$ cat config.mk
export PLATFORM = sky130hd
export DESIGN_NAME = opc5_boot_loader
export DESIGN_NICKNAME = d
export VERILOG_FILES = /design/src/rtl/opc5_pkg.sv /design/src/rtl/opc5_byte_timeout.sv /design/src/rtl/opc5_boot_loader.sv
export SDC_FILE = /design/constraint.sdc
export NUM_CORES = 1
export LEC_CHECK = 0
export ABC_AREA = 0
export BUFFER_PORTS_ARGS = -buffer_cell sky130_fd_sc_hd__buf_2
export CORE_MARGIN = 2
export CORE_UTILIZATION = 25
export CTS_CLUSTER_DIAMETER = 120
export DETAILED_ROUTE_END_ITERATION = 6
export GPL_TIMING_DRIVEN = 0
export SYNTH_ARGS = -nofsm -noshare
export SYNTH_HDL_FRONTEND = slang
export SYNTH_HIERARCHICAL = 1
export SYNTH_SLANG_ARGS = --single-unit
export TNS_END_PERCENT = 100
$ cat constraint.sdc
create_clock -name clk -period 10.13 [get_ports clk]
set_clock_uncertainty 0.1 [all_clocks]
set_input_delay 1.5195 -clock clk [delete_from_list [all_inputs] [get_ports clk]]
set_output_delay 1.5195 -clock clk [all_outputs]
set_load 0.02 [all_outputs]
$ cat src/rtl/opc5_pkg.sv
// Shared types and constants for the OPC5 serial boot loader.
package opc5_pkg;

  // Header and data states are numbered in frame order so a byte simply steps to the next state.
  typedef enum logic [3:0] {
    ST_IDLE   = 4'd0,
    ST_LEN_HI = 4'd1,
    ST_LEN_LO = 4'd2,
    ST_ADR_HI = 4'd3,
    ST_ADR_LO = 4'd4,
    ST_DAT_HI = 4'd5,
    ST_DAT_LO = 4'd6,
    ST_WRITE  = 4'd7,
    ST_CSUM   = 4'd8,
    ST_RUN    = 4'd9
  } state_t;

  localparam logic [7:0] SYNC_DEFAULT = 8'hA5;

  function automatic logic in_frame(state_t s);
    return (s != ST_IDLE) && (s != ST_RUN);
  endfunction

endpackage

$ cat src/rtl/opc5_byte_timeout.sv
// Inter-byte watchdog: reloads on every received byte, ticks once the idle budget is spent.
module opc5_byte_timeout #(
  parameter int TIMEOUT = 3200000
) (
  input  logic clk,
  input  logic reset,
  input  logic load,
  input  logic enable,
  output logic tick
);

  localparam int W = $clog2(TIMEOUT + 1);
  localparam logic [W-1:0] RELOAD = W'(TIMEOUT - 1);

  logic [W-1:0] cnt_r;

  // Down-counter: a byte reloads it, it then drains while a frame is open.
  always_ff @(posedge clk or posedge reset) begin
    if (reset) begin
      cnt_r <= '0;
    end else if (load) begin
      cnt_r <= RELOAD;
    end else if (enable && (cnt_r != '0)) begin
      cnt_r <= cnt_r - W'(1);
    end else begin
      cnt_r <= cnt_r;
    end
  end

  assign tick = enable && !load && (cnt_r == '0);

endmodule

$ cat src/rtl/opc5_boot_loader.sv
// OPC5 boot sequencer: loads a framed UART image into RAM, then hands the RAM port to the CPU.
module opc5_boot_loader
  import opc5_pkg::*;
#(
  parameter int         RAMSIZE = 11,
  parameter logic [7:0] SYNC    = SYNC_DEFAULT,
  parameter int         TIMEOUT = 3200000
) (
  input  logic               clk,
  input  logic               reset,
  input  logic [7:0]         rx_data,
  input  logic               rx_valid,
  input  logic               boot_skip,
  input  logic [15:0]        cpu_address,
  input  logic [15:0]        cpu_dout,
  input  logic               cpu_rnw,
  input  logic               cpu_ram_cs_b,
  output logic [RAMSIZE-1:0] ram_address,
  output logic [15:0]        ram_din,
  output logic               ram_rnw,
  output logic               ram_cs_b,
  output logic               cpu_reset_b,
  output logic               busy,
  output logic               error
);

  state_t      state_r, state_nx;
  logic [15:0] len_r, addr_r;
  logic [7:0]  hi_r, lo_r, sum_r, hold_data_r;
  logic        hold_valid_r, hold_valid_nx;
  logic        error_r, cpu_reset_b_r;
  logic        in_valid, consume, set_err, hold_ovf, tick;
  logic [7:0]  in_data, sum_add;
  logic        unused_cpu_hi;

  // A byte parked during WRITE is served before the live input.
  assign in_valid = hold_valid_r | rx_valid;
  assign in_data  = hold_valid_r ? hold_data_r : rx_data;
  assign sum_add  = sum_r + in_data;
  assign consume  = in_valid && (state_r != ST_WRITE) && (state_r != ST_RUN);
  assign hold_ovf = (state_r == ST_WRITE) && rx_valid && hold_valid_r;
  assign unused_cpu_hi = ^cpu_address[15:RAMSIZE];

  opc5_byte_timeout #(.TIMEOUT(TIMEOUT)) u_timeout (
    .clk    (clk),
    .reset  (reset),
    .load   (rx_valid),
    .enable (in_frame(state_r)),
    .tick   (tick)
  );

  // Frame FSM state register.
  always_ff @(posedge clk or posedge reset) begin
    if (reset) begin
      state_r <= ST_IDLE;
    end else begin
      state_r <= state_nx;
    end
  end

  // Next-state decode; a received byte always wins over a same-cycle timeout.
  always_comb begin
    state_nx = state_r;
    set_err  = 1'b0;
    case (state_r)
      ST_IDLE: begin
        if (boot_skip) begin
          state_nx = ST_RUN;
        end else if (in_valid && (in_data == SYNC)) begin
          state_nx = ST_LEN_HI;
        end else begin
          state_nx = ST_IDLE;
        end
      end
      ST_LEN_HI, ST_LEN_LO, ST_ADR_HI, ST_DAT_HI, ST_DAT_LO: begin
        if (in_valid) begin
          state_nx = state_t'(state_r + 4'd1);
        end else if (tick) begin
          state_nx = ST_IDLE;
          set_err  = 1'b1;
        end else begin
          state_nx = state_r;
        end
      end
      ST_ADR_LO: begin
        if (in_valid) begin
          state_nx = (len_r != 16'd0) ? ST_DAT_HI : ST_CSUM;
        end else if (tick) begin
          state_nx = ST_IDLE;
          set_err  = 1'b1;
        end else begin
          state_nx = state_r;
        end
      end
      ST_WRITE: begin
        if (tick) begin
          state_nx = ST_IDLE;
          set_err  = 1'b1;
        end else if (len_r == 16'd1) begin
          state_nx = ST_CSUM;
        end else begin
          state_nx = ST_DAT_HI;
        end
      end
      ST_CSUM: begin
        if (in_valid) begin
          state_nx = (sum_add == 8'd0) ? ST_RUN : ST_IDLE;
          set_err  = (sum_add != 8'd0);
        end else if (tick) begin
          state_nx = ST_IDLE;
          set_err  = 1'b1;
        end else begin
          state_nx = state_r;
        end
      end
      ST_RUN: begin
        state_nx = ST_RUN;
      end
      default: begin
        state_nx = ST_IDLE;
      end
    endcase
  end

  // Holding register occupancy; emptied whenever the frame ends.
  always_comb begin
    hold_valid_nx = 1'b0;
    if ((state_nx == ST_IDLE) || (state_nx == ST_RUN)) begin
      hold_valid_nx = 1'b0;
    end else if (state_r == ST_WRITE) begin
      hold_valid_nx = hold_valid_r | rx_valid;
    end else if (hold_valid_r) begin
      hold_valid_nx = rx_valid;
    end else begin
      hold_valid_nx = 1'b0;
    end
  end

  // Frame datapath: header/data capture, running checksum, write address and word count.
  always_ff @(posedge clk or posedge reset) begin
    if (reset) begin
      len_r         <= 16'd0;
      addr_r        <= 16'd0;
      hi_r          <= 8'd0;
      lo_r          <= 8'd0;
      sum_r         <= 8'd0;
      hold_data_r   <= 8'd0;
      hold_valid_r  <= 1'b0;
      error_r       <= 1'b0;
      cpu_reset_b_r <= 1'b0;
    end else begin
      hold_valid_r  <= hold_valid_nx;
      error_r       <= error_r | set_err | hold_ovf;
      cpu_reset_b_r <= (state_r == ST_RUN);
      if (rx_valid && (((state_r == ST_WRITE) && !hold_valid_r) ||
                       ((state_r != ST_WRITE) && hold_valid_r))) begin
        hold_data_r <= rx_data;
      end
      if (consume) begin
        case (state_r)
          ST_IDLE:   sum_r <= 8'd0;
          ST_LEN_HI: begin len_r[15:8]  <= in_data; sum_r <= sum_add; end
          ST_LEN_LO: begin len_r[7:0]   <= in_data; sum_r <= sum_add; end
          ST_ADR_HI: begin addr_r[15:8] <= in_data; sum_r <= sum_add; end
          ST_ADR_LO: begin addr_r[7:0]  <= in_data; sum_r <= sum_add; end
          ST_DAT_HI: begin hi_r         <= in_data; sum_r <= sum_add; end
          ST_DAT_LO: begin lo_r         <= in_data; sum_r <= sum_add; end
          ST_CSUM:   sum_r <= sum_add;
          default:   sum_r <= sum_r;
        endcase
      end else if (state_r == ST_WRITE) begin
        addr_r <= addr_r + 16'd1;
        len_r  <= len_r - 16'd1;
      end
    end
  end

  // RAM port arbiter: the CPU owns the port combinationally once running.
  always_comb begin
    if (state_r == ST_RUN) begin
      ram_address = cpu_address[RAMSIZE-1:0];
      ram_din     = cpu_dout;
      ram_rnw     = cpu_rnw;
      ram_cs_b    = cpu_ram_cs_b;
    end else begin
      ram_address = addr_r[RAMSIZE-1:0];
      ram_din     = {hi_r, lo_r};
      ram_rnw     = (state_r != ST_WRITE);
      ram_cs_b    = (state_r != ST_WRITE);
    end
  end

  assign busy        = (state_r != ST_RUN);
  assign cpu_reset_b = cpu_reset_b_r;
  assign error       = error_r;

endmodule

==> results.md <==
- Post-route ant nets: 0
- Total track usage: a little over an eighth
- Slowest cell on the critical path: mux2i_1
- Ports: 78
- Crit path largest cell delay: roughly 0.6 ns
- Fin nets: about 810
- Setup slack after layout: ~5.4 ns
- GPL Wtd Cong: 0.871
- Pint: between 0.0008 and 0.0009 W
- Post-DP HPWL: 11.3 mm
- Flop pwr share: roughly a third
- Synth Warn #: 6
- Total grt overflow: 0
- Req. time, crit path: between 10 and 15 ns
- Crit path cell chain: buf_2, mux2i_1, inv_1, ha_1, fa_1, a211o_1, and4_1, a211oi_2, o21ai_1, a211oi_4, nor3_1, o31a_1
- Unrepaired setup endpoints after global routing: no
- Setup Buffers After CTS: 0
- Async SR Flop Fraction: 100%
- Slew of the pin with the lowest slew margin: 0.850 ns
- # fillers: between 2,000 and 2,500
- Cells after Synth: roughly 660
- ANT cells: 0
- CTS buffer count: 9
- Die H: ~150 microns
- Drt pass-1 iters: 5
- Switching pwr: a little under 0.0006 W
- Cts hold-fix bufs: 0
- Comb pwr share: just over 40%
- Final Hold Vio Count: 0
- # setup viols final: 0
- Core area: between 20,000 and 25,000 sq um
- Fin crit share: 47.0%
- Crit. End Element: flip-flop
- CP startpoint kind: input pin
- Clock slew at the register clock pins of the worst setup and hold paths: roughly 0.07 ns
- Layout area overhead: 18.2%
- Antenna violations before repair: 0
- H-tree depth: 3
- Clock Sinks: a little under 90
- Tmin final: approximately 4.8 ns
- DR iter-0 viols: 349
- Clk root buf: clkbuf_16
- WL final: approximately 16 mm
- WHS: between 0.3 and 0.4 ns
- Share of layout cells above drive strength 1: about a fifth
- Residual DRC count: 0
- Fin Setup TNS: 0 ns
- Leak Pwr: approximately 2.8 nW
- FP Rows: between 50 and 60
- Synth Area per Inst: 8.46 sq um
- Number of flops mapped to enable cells by yosys: 0
- Clock power frac: 24.4%
- Maximum number of pins on one net before global-route repair: between 60 and 70
- Port bufs: 72
- Maximum clock rate: 0.210 GHz
- Slew headroom: roughly 43%
- Worst Setup Path Type: input pin to flip-flop
- FF-to-FF setup slack: between 5 and 6 ns
- Commonest register cell after synthesis: dfrtp_1
- Mapped Nets: 725
- Resize count post-CTS: 0
- Register bit total from synthesis: 88
- Count of different cell masters after synthesis: slightly below 80
- CTS tree: done
- DIE AREA: 23,600 sq um
- Vias in the first global route: 4,876
- Via Count: 5,178
- Power per cell area: between 200 and 250 nW/um^2
- Die X: roughly 150 microns
- Via density: 5.02
- Max cap viols: 0
- Status: complete, no violations
- Starting Density: around 26%
- Synth Cell Area: 5610 sq um
- Worst hold-check path type: flip-flop to flip-flop
- Worst Path Arrival: around 5 ns
- Net Sw Frac: between 40% and 50%
- Pre-CTS setup slack: 5.01 ns
- Sequential fraction of the synthesis area: between 30% and 40%
- First-pass GRT wire length: 25.5 mm
- Crit Path Max Fanout: 5
- Clock Latency Late Sink: 0.35 ns
- Average routed wire per standard cell: 15.1 microns
- Max VDD drop: approximately 0.000092 V
- Max-slew violations: 0
- Max clock buf depth: 2
cell families after synthesis:
logic type	synth area share (%)
DFF	39.3
AOI/OAI and AO/OA	21.4
and+or+nand+nor	25.9
muxes	3.88
xor gates and xnor gates	1.87
buffers and inverters	3.97
adders and majority gates	3.70
cell type report:
type | count | area [sq um] | area share (%)
multi-input cells | 524 | 3180 | 48.0
flip-flops and latches | 88 | 2200 | 33.2
repair buffers | 72 | 360 | 5.44
well taps | 280 | 350 | 5.29
clock buffers | 9 | 225 | 3.40
plain buffers | 30 | 144 | 2.17
inverters | 21 | 81.3 | 1.23
clock inverters | 7 | 80.1 | 1.21
placed cells by master, fill, tap and decap left out, types with 10 or more instances in the layout:
cell      netlist  routed
inv_1          17      16
a31oi_1        10      10
o21ai_0        54      54
nand3_1        16      16
nor4_1         15      15
clkbuf_1       20      20
nor3_1         18      18
ha_1           15      15
a21oi_1        34      34
buf_2           7      79
nor2_1         44      44
dfrtp_1        88      88
nand2b_1       10      10
nand2_1       134     134
cell usage after synthesis, drive strengths merged, types with 3 or more instances:
master | n | share of area (%)
nor3 | 18 | 1.6
a22o | 5 | 0.80
a211oi | 6 | 1.2
nand4 | 3 | 0.33
o22ai | 5 | 0.56
nor2 | 45 | 3.1
a32o | 4 | 0.71
a21o | 6 | 0.83
nand3b | 3 | 0.40
o31a | 6 | 1.0
ha | 15 | 3.3
xnor2 | 5 | 0.78
o211ai | 6 | 0.80
or4 | 8 | 1.2
a22oi | 3 | 0.40
nand3 | 17 | 1.6
xor2 | 7 | 1.1
o22a | 6 | 0.94
and2 | 3 | 0.33
nand2 | 135 | 9.1
nand2b | 10 | 1.1
a221oi | 3 | 0.58
dfrtp | 88 | 39
inv | 21 | 1.4
o21ai | 61 | 5.6
or2 | 5 | 0.56
o21a | 5 | 0.67
o31ai | 5 | 0.67
nor2b | 3 | 0.33
nor3b | 5 | 0.67
nor4 | 15 | 1.7
or3 | 11 | 1.3
a21oi | 35 | 3.2
buf | 10 | 1.2
mux2 | 9 | 1.8
a31oi | 10 | 1.1
and3 | 6 | 0.67
clkbuf | 20 | 1.3
mux2i | 10 | 2.1
power groups by stage:
stage / Clock [W] / Sequential, W / Combinational (W)
after detailed placement: 0 / 0.000499 / 0.000570
after global placement: 0 / 0.000499 / 0.000566
final: 0.000344 / 0.000496 / 0.000571
after global routing: 0.000365 / 0.000507 / 0.000643
after floorplan: 0 / 0.000483 / 0.000427
after CTS: 0.000353 / 0.000494 / 0.000572
sequential cells by signal, summed over array words and instances, names as in the netlist:
signal,cells
addr_r,11
cpu_reset_b,1
error,1
hi_r,8
hold_data_r,8
hold_valid_r,1
len_r,16
lo_r,8
state_r,4
sum_r,8
u_timeout/cnt_r,22
final timing paths:
check                      startpoint        endpoint  cells past startpoint
setup reg to reg           state_r[0]    hold_valid_r                     16
setup / recovery           rx_data[0]    hold_valid_r                     12
min in group asynchronous       reset  hold_data_r[7]                      2
hold / removal                hi_r[0]         hi_r[0]                      2
max in group asynchronous       reset         lo_r[2]                      2
hold reg to reg               hi_r[0]         hi_r[0]                      2
through the flow:
| stage | std cells | total power [W] | utilization, % | area (sq um) |
|---|---|---|---|---|
| final | 1031 | 0.00141 | 30.3 | 6630 |
| after CTS | 1031 | 0.00142 | 30.3 | 6630 |
| after global placement | 1015 | 0.00106 | 28.9 | 6320 |
| after detailed placement | 1015 | 0.00107 | 28.9 | 6320 |
| after floorplan | 663 | 0.000909 | - | 5610 |
| after global routing | 1031 | 0.00151 | 30.3 | 6630 |
layer usage:
layer  vias to the layer above  global-route usage [%]  wire length [microns]
met2                       139                    20.7                   7140
met4                         0                    4.63                    344
met3                        26                    2.17                    695
li1                       2566                       -                      -
met5                         -                       0                      0
met1                      2447                    18.4                   7380
critical path: cells and delay by family:
| kind | cells | cell delay, ns |
|---|---|---|
| mux | 1 | 0.60 |
| fa+ha+maj | 2 | 0.70 |
| buf+inv | 2 | 0.41 |
| compound gates | 5 | 1.39 |
| simple gates | 2 | 0.28 |
Note: power is estimated with default switching activity, not from simulation.
